`config.mk`:
```
export PLATFORM = sky130hd
export DESIGN_NAME = universal_register_flat
export DESIGN_NICKNAME = d
export VERILOG_FILES = /design/src/rtl/universal_register_pkg.sv /design/src/rtl/universal_register_if.sv /design/src/rtl/universal_register_next.sv /design/src/rtl/universal_register.sv /design/src/flat_wrapper.sv
export SDC_FILE = /design/constraint.sdc
export NUM_CORES = 1
export LEC_CHECK = 0
export ABC_CLOCK_PERIOD_IN_PS = 4500
export CORE_MARGIN = 5
export CORE_UTILIZATION = 40
export CTS_CLUSTER_DIAMETER = 100
export DETAILED_ROUTE_END_ITERATION = 10
export PLACE_DENSITY = 0.67
export SYNTH_ARGS = -nofsm -noshare
export SYNTH_HDL_FRONTEND = slang
export SYNTH_HIERARCHICAL = 1
export SYNTH_SLANG_ARGS = --single-unit
```
`constraint.sdc`:
```
create_clock -name clk -period 4.5 [get_ports clk]
set_input_delay 0.45 -clock clk [delete_from_list [all_inputs] [get_ports clk]]
set_output_delay 0.45 -clock clk [all_outputs]
set_load 0.005 [all_outputs]
```
`src/rtl/universal_register_pkg.sv`:
```
// Shared definitions for the universal register.
// Contents:
//   MODE_W - width of the operation select field
//   mode_t - encoding of the eight register operations
package universal_register_pkg;

    localparam int MODE_W = 3;

    typedef enum logic [MODE_W-1:0] {
        MODE_HOLD = 3'b000,
        MODE_LOAD = 3'b001,
        MODE_SHL  = 3'b010,
        MODE_SHR  = 3'b011,
        MODE_ROL  = 3'b100,
        MODE_ROR  = 3'b101,
        MODE_INC  = 3'b110,
        MODE_DEC  = 3'b111
    } mode_t;

endpackage

```
`src/rtl/universal_register_if.sv`:
```
// Bus interface of the universal register.
// Signals:
//   en, mode, D, sin_l, sin_r - control and data driven by the master
//   Q, co, zero               - register contents and flags driven by the slave
// Modports: master (user of the register), slave (the register itself).
interface universal_register_if
    import universal_register_pkg::*;
#(
    parameter int WIDTH = 8
);
    logic              en;
    logic [MODE_W-1:0] mode;
    logic [WIDTH-1:0]  D;
    logic              sin_l;
    logic              sin_r;
    logic [WIDTH-1:0]  Q;
    logic              co;
    logic              zero;

    modport master (
        output en, mode, D, sin_l, sin_r,
        input  Q, co, zero
    );

    modport slave (
        input  en, mode, D, sin_l, sin_r,
        output Q, co, zero
    );

endinterface

```
`src/rtl/universal_register_next.sv`:
```
// Next-state logic of the universal register (purely combinational).
// Ports:
//   q, co       - current register contents and flag
//   mode        - operation select
//   d           - parallel load data
//   sin_l/sin_r - serial inputs for shift-right / shift-left
//   q_next      - contents after the operation
//   co_next     - flag after the operation
module universal_register_next
    import universal_register_pkg::*;
#(
    parameter int WIDTH = 8
) (
    input  logic [WIDTH-1:0]  q,
    input  logic              co,
    input  logic [MODE_W-1:0] mode,
    input  logic [WIDTH-1:0]  d,
    input  logic              sin_l,
    input  logic              sin_r,
    output logic [WIDTH-1:0]  q_next,
    output logic              co_next
);

    // Operation decode; unselected inputs never reach the result.
    always_comb begin
        q_next  = q;
        co_next = co;
        case (mode)
            MODE_HOLD: begin
                q_next  = q;
                co_next = co;
            end
            MODE_LOAD: begin
                q_next  = d;
                co_next = 1'b0;
            end
            MODE_SHL: begin
                q_next  = {q[WIDTH-2:0], sin_r};
                co_next = q[WIDTH-1];
            end
            MODE_SHR: begin
                q_next  = {sin_l, q[WIDTH-1:1]};
                co_next = q[0];
            end
            MODE_ROL: begin
                q_next  = {q[WIDTH-2:0], q[WIDTH-1]};
                co_next = q[WIDTH-1];
            end
            MODE_ROR: begin
                q_next  = {q[0], q[WIDTH-1:1]};
                co_next = q[0];
            end
            // Extra top bit captures the carry out of all-ones.
            MODE_INC: {co_next, q_next} = {1'b0, q} + {{WIDTH{1'b0}}, 1'b1};
            // Extra top bit becomes 1 only when subtracting from zero (borrow).
            MODE_DEC: {co_next, q_next} = {1'b0, q} - {{WIDTH{1'b0}}, 1'b1};
            default: begin
                q_next  = q;
                co_next = co;
            end
        endcase
    end

endmodule

```
`src/rtl/universal_register.sv`:
```
// Parametrised datapath register: hold, load, shifts, rotates, inc/dec.
// Ports:
//   clk - system clock, rising edge
//   clr - synchronous active-low clear (loads RESET_VAL, clears co)
//   bus - slave side of universal_register_if (en, mode, D, sin_l, sin_r,
//         Q, co, zero)
// Q and co are registered; zero is decoded from Q in the same cycle.
module universal_register
    import universal_register_pkg::*;
#(
    parameter int              WIDTH     = 8,
    parameter logic [WIDTH-1:0] RESET_VAL = {WIDTH{1'b0}}
) (
    input  logic                  clk,
    input  logic                  clr,
    universal_register_if.slave   bus
);

    logic [WIDTH-1:0] q_r;
    logic             co_r;
    logic [WIDTH-1:0] q_next;
    logic             co_next;

    universal_register_next #(
        .WIDTH (WIDTH)
    ) u_next (
        .q       (q_r),
        .co      (co_r),
        .mode    (bus.mode),
        .d       (bus.D),
        .sin_l   (bus.sin_l),
        .sin_r   (bus.sin_r),
        .q_next  (q_next),
        .co_next (co_next)
    );

    // State flops: clear beats enable, enable beats mode.
    always_ff @(posedge clk) begin
        if (!clr) begin
            q_r  <= RESET_VAL;
            co_r <= 1'b0;
        end else if (bus.en) begin
            q_r  <= q_next;
            co_r <= co_next;
        end else begin
            q_r  <= q_r;
            co_r <= co_r;
        end
    end

    assign bus.Q    = q_r;
    assign bus.co   = co_r;
    assign bus.zero = ~|q_r;

endmodule

```
`src/flat_wrapper.sv`:
```
// flat-port wrapper written by rule: the top's interface ports become plain ports
module universal_register_flat import universal_register_pkg::*;
#(
    parameter int              WIDTH     = 8,
    parameter logic [WIDTH-1:0] RESET_VAL = {WIDTH{1'b0}}
)
  (clk, clr, bus_en, bus_mode, bus_D, bus_sin_l, bus_sin_r, bus_Q, bus_co, bus_zero);
  universal_register_if #(.WIDTH(WIDTH)) bus_i ();
  input  logic clk;
  input  logic clr;
  input wire logic [$bits(bus_i.en)-1:0] bus_en;
  input wire logic [$bits(bus_i.mode)-1:0] bus_mode;
  input wire logic [$bits(bus_i.D)-1:0] bus_D;
  input wire logic [$bits(bus_i.sin_l)-1:0] bus_sin_l;
  input wire logic [$bits(bus_i.sin_r)-1:0] bus_sin_r;
  output wire logic [$bits(bus_i.Q)-1:0] bus_Q;
  output wire logic [$bits(bus_i.co)-1:0] bus_co;
  output wire logic [$bits(bus_i.zero)-1:0] bus_zero;
  assign bus_i.en = bus_en;
  assign bus_i.mode = bus_mode;
  assign bus_i.D = bus_D;
  assign bus_i.sin_l = bus_sin_l;
  assign bus_i.sin_r = bus_sin_r;
  assign bus_Q = bus_i.Q;
  assign bus_co = bus_i.co;
  assign bus_zero = bus_i.zero;
  universal_register #(.WIDTH(WIDTH), .RESET_VAL(RESET_VAL)) u_core (.clk(clk), .clr(clr), .bus(bus_i));
endmodule
```
**After elaboration in Yosys (flattened, before gate mapping)**

Cells that the tools add are included.

- Add/subtract/negate cells: 2
- Eq/ne operators: 7
- Mux-type cells: 2
- Bitwise gates (word level): 1
- Reductions and logical operators: 6

Operators with widths:

| kind | count |
|---|---|
| $pmux W8 S7 | 1 |
| $eq A3 B3 Y1 const B | 4 |
| $add A8 B1 Y9 const B | 1 |
| $sub A8 B1 Y9 const B | 1 |
| $reduce_or A8 Y1 | 1 |
| $eq A3 B2 Y1 const B | 2 |
| $pmux W1 S5 | 1 |
| $reduce_or A2 Y1 | 2 |
| $eq A3 B1 Y1 const B | 1 |
| $logic_not A3 Y1 | 1 |
| $reduce_and A2 Y1 | 1 |
| $logic_not A1 Y1 | 1 |
| $not A1 Y1 | 1 |

- Bits in registers: 9
- Bits of input ports: 16
- Output and inout port bits: 10
- Logic and storage cells: 20

**Logic depth before layout (Yosys ltp)**

Gate-level depths: netlist of the first run.

- Depth after elaboration: 3
- Gate-level depth with buffers: 9
- Gate-level depth less buffers: 8

**Modules after synthesis**

Netlist of the first run, hierarchy kept.

Modules (own cells, without submodules):

| module | times used | cells an instance | area an instance (um2) | sequential area each (um2) |
|---|---|---|---|---|
| universal_register_next | 1 | 121 | 833.3 | 0.0 |
| universal_register | 1 | 31 | 350.3 | 180.2 |

**Worst setup path before layout of the first run**

No wires, ideal clock.

- Path type: register to register
- Start: register u_core.q_r[6] (netlist: u_core/bus.Q[6])
- End: register u_core.q_r[7] (netlist: u_core/bus.Q[7])
- Library setup time: 0.065 ns
- Arrival time: 1.891 ns
- Data required time: 4.435 ns
- Slack: 2.543 ns
- Cell stages (with the launch flop): 8
- Path buffers: 1
- Period minus slack after synthesis: 1.957 ns
- Path through: dfxtp_1 -> clkbuf_1 -> or4_1 -> nor4_1 -> mux2_1 -> a31oi_1 -> mux2i_1 -> nor2b_1

- Cells in the longest elaborated chain, start to end: 2
- Elaborated cells on any way between the ends: 3
- Those cells by class: 2 x add/sub; 1 x mux

RTL lines:

| item | line | RTL |
|---|---|---|
| from (decl) | universal_register.sv:19 | `logic [WIDTH-1:0] q_r;` |
| from (signal assigned) | universal_register.sv:43 | `q_r <= q_next;` |
| from (signal assigned) | universal_register.sv:46 | `q_r <= q_r;` |
| $sub A8 B1 Y9 / $add A8 B1 Y9 (equally long branches) | universal_register_next.sv:56, universal_register_next.sv:54 |  |
| $pmux W8 S7 * | universal_register_next.sv:28 | `case (mode)` |
| net u_core.q_next[7] | universal_register.sv:21 | `logic [WIDTH-1:0] q_next;` |

Mark *: on every way through the listed nets, which the timed path passes. The rest lies on a longest branch.
A chain may end at the register's enable or synchronous reset.

**Worst setup path after layout of the first run**

- Start: input port bus_mode[1]
- End: register u_core.co_r (netlist: u_core/bus.co)

- Cells in the longest elaborated chain, start to end: 3
- Elaborated cells on any way between the ends: 13
- Those cells by class: 7 x eq/ne; 1 x mux; 1 x bitwise; 4 x reduce/logical

RTL lines:

| item | line | RTL |
|---|---|---|
| from (decl) | flat_wrapper.sv:12 | `input wire logic [$bits(bus_i.mode)-1:0] bus_mode;` |
| $eq A3 B3 Y1 / $eq A3 B2 Y1 (equally long branches) | universal_register_next.sv:28 |  |
| $reduce_or A2 Y1 (no source line) | - |  |
| $pmux W1 S5 * | universal_register_next.sv:28 |  |
| net u_core.co_next | universal_register.sv:22 | `logic co_next;` |
| to (signal assigned) | universal_register.sv:44 | `co_r <= co_next;` |
| to (signal assigned) | universal_register.sv:47 | `co_r <= co_r;` |
| to (decl) | universal_register.sv:20 | `logic co_r;` |

Marks and branches as above.

==> flow_summary.ini, run 1 <==
[run_status]
status = complete, no violations

[finish]
fin_nets = 186
area_growth_syn_to_layout_pct = 19.9
multi_input_area_sq_um = 903
final_area_sq_um = 1420
n_fill_cell = 280
antenna_cells = 0
final_common_cell = clkdlybuf4s50_1
drive_gt1_frac = 0.0539
register_area_sq_um = 180
mostFrequentLayoutCells = clkdlybuf4s50_1 (25), nor2b_1 (13), mux2i_1 (12), dfxtp_1 (9), nor2_1 (8)

[timing]
max-slew-margin-rel = 0.535
slew_violations = 0
fmax_ghz = 0.408
final_hold_viol_count = 0
fin_skew_ns = 0.00843
finalCriticalPeriod_ns = 2.45
worst_slew_pin_slew_ns = 0.696
finalSetupTns_ns = 0
post-route-period-util = 0.544
rsz0062_at_grt = false
setup_viol = 0

[synthesis]
avgSynthCellArea_sq_um = 7.79
synth.top_cells.by_area = dfxtp_1 (15%), mux2i_1 (10%), nor2b_1 (6.9%), nand3b_1 (3.2%), or4_1 (3.2%)
yosysWarnings = 6
synth_area_leader_cell = dfxtp_1
async_flop_share = 0
yosys_register_bits = 9
synth_compound_area_frac = 0.254
synth_cell_type_count = 56
yosys.area_share.simple = 0.321
synth_flop_cell = dfxtp_1
syn_nets = 170
synthXorXnorAreaFrac = 0.0370
syn_inst = 152
seq_area_frac_synth = 0.152
synthAdderAreaFrac = 0.0211
synthMuxAreaShare = 0.130
synth_top_family_by_area = simple AND/OR/NAND/NOR gates
yosys.area.top_type_share = 0.152
synth_edf_count = 0
syn_area_sq_um = 1180

[critical_path]
max_stage_delay_ns = 0.92
path_cells = clkdlybuf4s50_1, nand2_1, or4_1, nand3_1, mux2i_1, nor2b_1
rr_startpoint = u_core/bus.Q[3]
arrival_ns = 2.66
r2r-end = u_core/bus.Q[6]
crit_required_ns = 4.71
worstPathMaxFanout = 25
critPathCaptureType = flip-flop
slowest_stage = clkdlybuf4s50_1
r2r_slack_ns = 2.41
crit_type = in -> reg
startpoint_type = primary input
rr_worst_depth = 6

[clocking]
clk_pin_slew_worst_paths_ns = 0.07
clockRootBuffer = clkbuf_4
clock_path_buffers = 2
cts_tree = done
h-tree-depth = 1
cts_inserted_buffers = 3
post_cts_buffers = 0
cts_resized = 0
clkSinkCount = 9
clk_latency_ns = 0.27
hold_buffers = 0

[run]
cap_violations = 0

[drt]
drt_iter0_drc = 94
postRouteAntennaNets = 0
viasPerCell = 6.25
post_drt_wl_per_cell_um = 17.2
vias = 1237
drtPass1Iterations = 4
drcViolationCount = 0
finalWirelength_um = 3400

[global_routing]
gr-total-overflow = 0
grtUsageTotal = 0.171
grt_first_pass_wirelength_um = 5750
grt_pass1_vias = 1135
grt_max_degree = 39
antenna_found_initial = 0

[die]
io_pins = 26
die-width_um = 64.4
core_area_sq_um = 2810
initial_core_util = 0.422
die_area_sq_um = 4150
die_h_um = 64.4
rows = 19

[hold_path]
min_from = u_core/bus.co
holdPathStages = 2
hold_path.class = reg -> reg
min_to = u_core/bus.co

[power_and_ir_drop]
ir_drop_mv = 0.154
power_density_nw_per_um2 = 203
p_leak_nw = 0.499

[place]
port_buffers = 25
hpwl_um = 2300
place_area_sq_um = 1390
gp_congestion = 0.945
-- cell type report --
| cell class | instances | share of cell area |
|---|---|---|
| Timing Repair Buffer | 26 | 0.182 |
| Multi-Input combinational cell | 125 | 0.637 |
| Clock inverter | 1 | 0.00353 |
| Clock buffer | 3 | 0.0159 |
| Tap cell | 31 | 0.0273 |
| Sequential cell | 9 | 0.127 |
| Inverter | 3 | 0.00794 |
-- cell families after synthesis --
family | count (synthesis)
and+or+nand+nor | 63
xor gates and xnor gates | 5
buffers and inverters | 18
AOI/OAI and AO/OA | 40
DFF | 9
muxes | 15
adders and majority gates | 2
-- per-stage QoR --
step	std cells	util	power (W)	hold WS, ns	setup slack [ns]
final	198	0.506	0.000288	0.543	2.05
after global routing	198	0.506	0.000308	0.567	1.90
after CTS	198	0.506	0.000291	0.552	2.05
after detailed placement	194	0.496	0.000223	0.539	1.78
after global placement	194	0.496	0.000222	0.535	1.81
after floorplan	152	-	0.000182	0.524	2.54
-- routing by layer --
| metal | part of all wire | global-route usage |
|---|---|---|
| met1 | 0.45 | 0.244 |
| met2 | 0.45 | 0.255 |
| met3 | 0.088 | 0.0403 |
| met4 | 0.0068 | 0.0475 |
| met5 | 0 | 0 |
-- power by group --
part,internal [W],switching [W]
Sequential,0.0000847,0.0000170
Combinational,0.0000674,0.0000536
Clock,0.0000329,0.0000326
Total,0.000185,0.000103
-- critical path: cells and delay by family --
| family | cells | cell delay [ns] |
|---|---|---|
| muxes | 1 | 0.07 |
| buffers and inverters | 1 | 0.92 |
| and+or+nand+nor | 4 | 1.21 |
-- state kept, by name (all words and copies together), names as in the netlist --
signal and cells:
u_core/bus.Q 8, u_core/bus.co 1
-- cell usage after synthesis, types with 2 or more instances --
library cell	n
nor4_1	2
nand3b_1	5
and2_1	2
dfxtp_1	9
nor3_1	3
nor2_1	8
buf_6	2
nand3_1	6
o21ai_0	7
or4_1	5
nor2b_1	13
nand2b_1	3
o22ai_1	4
nor3b_1	2
o31ai_1	2
inv_1	3
mux2i_1	12
buf_4	2
mux2_1	2
clkbuf_1	4
a21oi_1	5
buf_2	5
ha_1	2
xnor2_1	4
or3_1	2
a211oi_1	3
nand2_1	5
a31oi_1	2
-- worst max path at each step --
stage,start,depth (start not counted),endpoint
after global placement,bus_mode[1],6,u_core/bus.co
final,bus_mode[1],6,u_core/bus.co
after CTS,bus_mode[1],6,u_core/bus.co
after global routing,bus_mode[1],7,u_core/bus.Q[3]
after floorplan,u_core/bus.Q[6],7,u_core/bus.Q[7]
after detailed placement,bus_mode[1],6,u_core/bus.co
Note: power is estimated with default switching activity, not from simulation.
==> run 2: changes to the inputs <==
--- a/config.mk
+++ b/config.mk
@@ -5,7 +5,7 @@
 export SDC_FILE = /design/constraint.sdc
 export NUM_CORES = 1
 export LEC_CHECK = 0
-export ABC_CLOCK_PERIOD_IN_PS = 4500
+export ABC_CLOCK_PERIOD_IN_PS = 2400
 export CORE_MARGIN = 5
 export CORE_UTILIZATION = 40
 export CTS_CLUSTER_DIAMETER = 100
==> constraint.sdc (replaced) <==
create_clock -name clk -period 2.4 [get_ports clk]
set_input_delay 0.24 -clock clk [delete_from_list [all_inputs] [get_ports clk]]
set_output_delay 0.24 -clock clk [all_outputs]
set_load 0.005 [all_outputs]
==> run 2 against run 1 <==
  * Register-to-register slack worse by 2.1 ns
  * Non-clock buffer count up 8
  * Via count up 4.0%
  * Global-route usage down 1.3 points
  * Sequential share of layout area down 0.52 points
  * Sequential cell count unchanged
  * Worst hold slack better by 0.0012 ns
  * Combinational power up 100%
  * Largest power group unchanged
==> flow_summary.ini, run 2 (synthesized netlist as in run 1, its figures left out) <==
[die]
core_area_sq_um = 2810
rows = 19
die_h_um = 64.4
initial_core_util = 0.422
die-width_um = 64.4
die_area_sq_um = 4150
io_pins = 26

[power_and_ir_drop]
pwr-share-comb = 0.459
internal_power_w = 0.000355
seqPwrFrac = 0.332
sw_frac_of_total = 0.342
power_density_nw_per_um2 = 365
p_leak_nw = 0.539
clockPowerShare = 0.209
p_sw_w = 0.000185
ir_drop_mv = 0.243

[timing]
slew_violations = 0
finalCriticalPeriod_ns = 2.13
worst_slew_pin_slew_ns = 0.530
rsz0062_at_grt = false
finalSetupTns_ns = 0
setup_ws_ns = 0.267
final_hold_viol_count = 0
fin_skew_ns = 0.00457
max-slew-margin-rel = 0.646
setup_viol = 0
post-route-period-util = 0.889
hold_slack_ns = 0.544
fmax_ghz = 0.469

[finish]
area_growth_syn_to_layout_pct = 24.9
largest_reg_flops = 8
fin_util = 0.527
antenna_cells = 0
fin_nets = 194
final_common_cell = clkdlybuf4s50_1
mostFrequentLayoutCells = clkdlybuf4s50_1 (25), nor2b_1 (13), mux2i_1 (12), buf_4 (9), dfxtp_1 (9)
drive_gt1_frac = 0.0971

[clocking]
post_cts_buffers = 0
clock_path_buffers = 2
clockRootBuffer = clkbuf_4
cts_resized = 0
cts_inserted_buffers = 3
hold_buffers = 0
h-tree-depth = 1
cts_tree = done
clk_pin_slew_worst_paths_ns = 0.06
clkSinkCount = 9
clk_latency_ns = 0.26

[global_routing]
use_met3 = 0.0385
antenna_found_initial = 0
grtUsageTotal = 0.158
grt.busiest_layer = met1
grtUsageMet1 = 0.228
grt_pass1_vias = 1141
grt_first_pass_wirelength_um = 5460
grt_max_degree = 26
grtUsageMet2 = 0.226
gr-total-overflow = 0

[critical_path]
worstPathMaxFanout = 14
critPathCaptureType = primary output
crit_type = reg -> out
crit_required_ns = 2.16
arrival_ns = 1.89
startpoint_type = flip-flop

[drt]
post_drt_wl_per_cell_um = 15.9
viasPerCell = 6.24
drt_iter0_drc = 76
finalWirelength_um = 3270
postRouteAntennaNets = 0
vias = 1286
drcViolationCount = 0
drtPass1Iterations = 4

[place]
gp_congestion = 0.860
place_worst_setup_slack_ns = 0.284
hpwl_um = 2350
port_buffers = 25

[hold_path]
hold_path.class = reg -> reg

[run]
cap_violations = 0

[run_status]
status = complete, no violations
run 2: critical path, cell delays in order (launching register included):
cell and delay, ns:
dfxtp_1 0.46, or4_1 0.55, nor2_1 0.11, clkdlybuf4s50_1 0.51
run 2: cell type report:
cell class              count  area [sq um]
inverters                   3          11.3
repair buffers             34           318
clock buffers               3          22.5
fillers                   272          1330
flip-flops and latches      9           180
multi-input cells         125           903
well taps                  31          38.8
clock inverters             1          5.00
run 2: metal layers:
| metal | wire [um] | up-vias |
|---|---|---|
| met5 | 0 | - |
| met4 | 30 | 0 |
| met3 | 221 | 4 |
| met2 | 1420 | 55 |
| met1 | 1600 | 597 |
| li1 | - | 630 |
run 2: final timing paths:
kind                         from               to  slack (ns)  cells after the start
setup / recovery  u_core/bus.Q[2]         bus_zero        0.27                      3
hold / removal      u_core/bus.co    u_core/bus.co        0.54                      2
setup reg to reg  u_core/bus.Q[0]  u_core/bus.Q[6]        0.35                      7
hold reg to reg     u_core/bus.co    u_core/bus.co        0.54                      2
run 2: through the flow:
stage	instance area (sq um)	power (W)	instances
global placement	1450	0.000424	202
finish	1480	0.000540	206
detailed placement	1450	0.000428	202
floorplan	1180	0.000340	152
CTS	1480	0.000545	206
global route	1480	0.000576	206
run 2: power groups by stage:
stage          logic, W  clock network [W]  registers, W
2_1_floorplan  0.000165                  0      0.000175
3_3_place_gp   0.000242                  0      0.000182
3_5_place_dp   0.000246                  0      0.000182
4_1_cts        0.000247           0.000119      0.000179
5_1_grt        0.000269           0.000125      0.000182
6_report       0.000248           0.000113      0.000179
==> RTL change: new RTL, flow settings as in run 1 <==
`WIDTH` is set to 8 in 4 places; all go to 6.
--- a/src/rtl/universal_register_if.sv
+++ b/src/rtl/universal_register_if.sv
@@ -6,7 +6,7 @@
 interface universal_register_if
     import universal_register_pkg::*;
 #(
-    parameter int WIDTH = 8
+    parameter int WIDTH = 6
 );
     logic              en;
     logic [MODE_W-1:0] mode;
--- a/src/rtl/universal_register_next.sv
+++ b/src/rtl/universal_register_next.sv
@@ -9,7 +9,7 @@
 module universal_register_next
     import universal_register_pkg::*;
 #(
-    parameter int WIDTH = 8
+    parameter int WIDTH = 6
 ) (
     input  logic [WIDTH-1:0]  q,
     input  logic              co,
--- a/src/rtl/universal_register.sv
+++ b/src/rtl/universal_register.sv
@@ -8,7 +8,7 @@
 module universal_register
     import universal_register_pkg::*;
 #(
-    parameter int              WIDTH     = 8,
+    parameter int              WIDTH     = 6,
     parameter logic [WIDTH-1:0] RESET_VAL = {WIDTH{1'b0}}
 ) (
     input  logic                  clk,
--- a/src/flat_wrapper.sv
+++ b/src/flat_wrapper.sv
@@ -1,7 +1,7 @@
 // flat-port wrapper written by rule: the top's interface ports become plain ports
 module universal_register_flat import universal_register_pkg::*;
 #(
-    parameter int              WIDTH     = 8,
+    parameter int              WIDTH     = 6,
     parameter logic [WIDTH-1:0] RESET_VAL = {WIDTH{1'b0}}
 )
   (clk, clr, bus_en, bus_mode, bus_D, bus_sin_l, bus_sin_r, bus_Q, bus_co, bus_zero);
Ports: changed (resized bus_D and bus_Q); port bits go from 26 to 22. The function was not compared with the original's and may differ.
==> RTL change against run 1 <==
First-iteration DRC count down 44%. Cell area down 21%. Wire length down 24%. Critical path depth up 2. Global-route usage down 1.6 points. Setup slack worse by 0.043 ns. Power down 16%. Sequential cell count down 2. Area after synthesis down 22%. Final cell count down 16%. Synthesized cell count down 18%.
==> RTL change: results <==
export IMPL_status="completed"
export IMPL_clock_latency_ns=0.25
export IMPL_yosys_top_cells_area="dfxtp_1 (15%), mux2i_1 (12%), a21oi_1 (6.5%), o21ai_0 (4.9%), nor2_1 (4.9%)"
export IMPL_grtUsageMet2=0.2371
export IMPL_power_internal_w=0.0001571
export IMPL_dr_wl_met2_um=1139
export IMPL_hold_ws_ns=0.5436
export IMPL_wl_met1_um=1249
export IMPL_drtIter0Drc=53
export IMPL_vias=989
export IMPL_grt_pass1_wl_um=4181
export IMPL_gp_congestion=0.9168
export IMPL_grt_pass1_vias=886
export IMPL_critPathLaunch="bus_mode[2]"
export IMPL_power_leakage_nw=0.4136
export IMPL_fin_crit_sh=0.5537
export IMPL_r2r_start="u_core/bus.Q[0]$_SDFFE_PN0P_"
export IMPL_pwr_density_cell_nw_per_um2=217.4
export IMPL_area_delta_synth_final_pct=21.03
export IMPL_synth_xor_area_frac=0.03799
export IMPL_seqPwrFrac=0.333
export IMPL_met1_usage=0.2232
export IMPL_wl_met3_um=169
export IMPL_clkTransAtPathRegs_ns=0.05
export IMPL_grt_max_degree=27
export IMPL_endpoint="u_core/bus.Q[5]$_SDFFE_PN0P_"
export IMPL_pre_cts_slack_ns=1.805
export IMPL_ff2ff_path_depth=8
export IMPL_powerClk_w=0.0000579
export IMPL_grtUsageMet3=0.01782
export IMPL_synth_fa_ha_area_frac=0.02714
export IMPL_fillers=231
export IMPL_reg2reg_slack_ns=2.54
export IMPL_synth_cell_types=41
export IMPL_syn_inst=125
export IMPL_postPlaceCellArea_um2=1090
export IMPL_dpl_cell_count=163
export IMPL_drive_gt1_frac=0.05755
export IMPL_io_buffer_count=21
export IMPL_track_usage=0.1547
export IMPL_cp_arrival_ns=2.69
export IMPL_worst_pin_slew_ns=0.8644
export IMPL_largest_register_ffs=6
export IMPL_synth_mux_area_frac=0.1438
export IMPL_dpl_hpwl_um=1838
-- RTL change: cell count changes after synthesis, moves of 3 or more --
cell      delta
nor3_1       -3
nor2b_1      -6
or4_1        -5
a21oi_1      +7
nand3b_1     -5
nand2_1      +4
clkbuf_1     -3
nor2_1       +4
-- RTL change: area by class of cell --
class                      count  share of cell area
clock buffer                   4             0.02354
inverter                       6             0.02242
multi-input combinational    101              0.6087
sequential                     7              0.1256
tap                           28             0.03139
timing repair buffer          21              0.1883
-- RTL change: worst max-delay path, stage by stage --
cell and delay [ns]:
clkdlybuf4s50_1 1.04, nand2_1 0.32, a311oi_1 0.33, o32ai_1 0.13, o21ai_1 0.09, o21a_1 0.15, mux2i_1 0.07, nor2b_1 0.11
-- RTL change: logic make-up after synthesis --
| kind of cell | after synthesis |
|---|---|
| fa+ha+maj | 2 |
| flops | 7 |
| simple gates | 41 |
| xor+xnor | 4 |
| mux | 12 |
| compound gates | 42 |
| buf+inv | 17 |
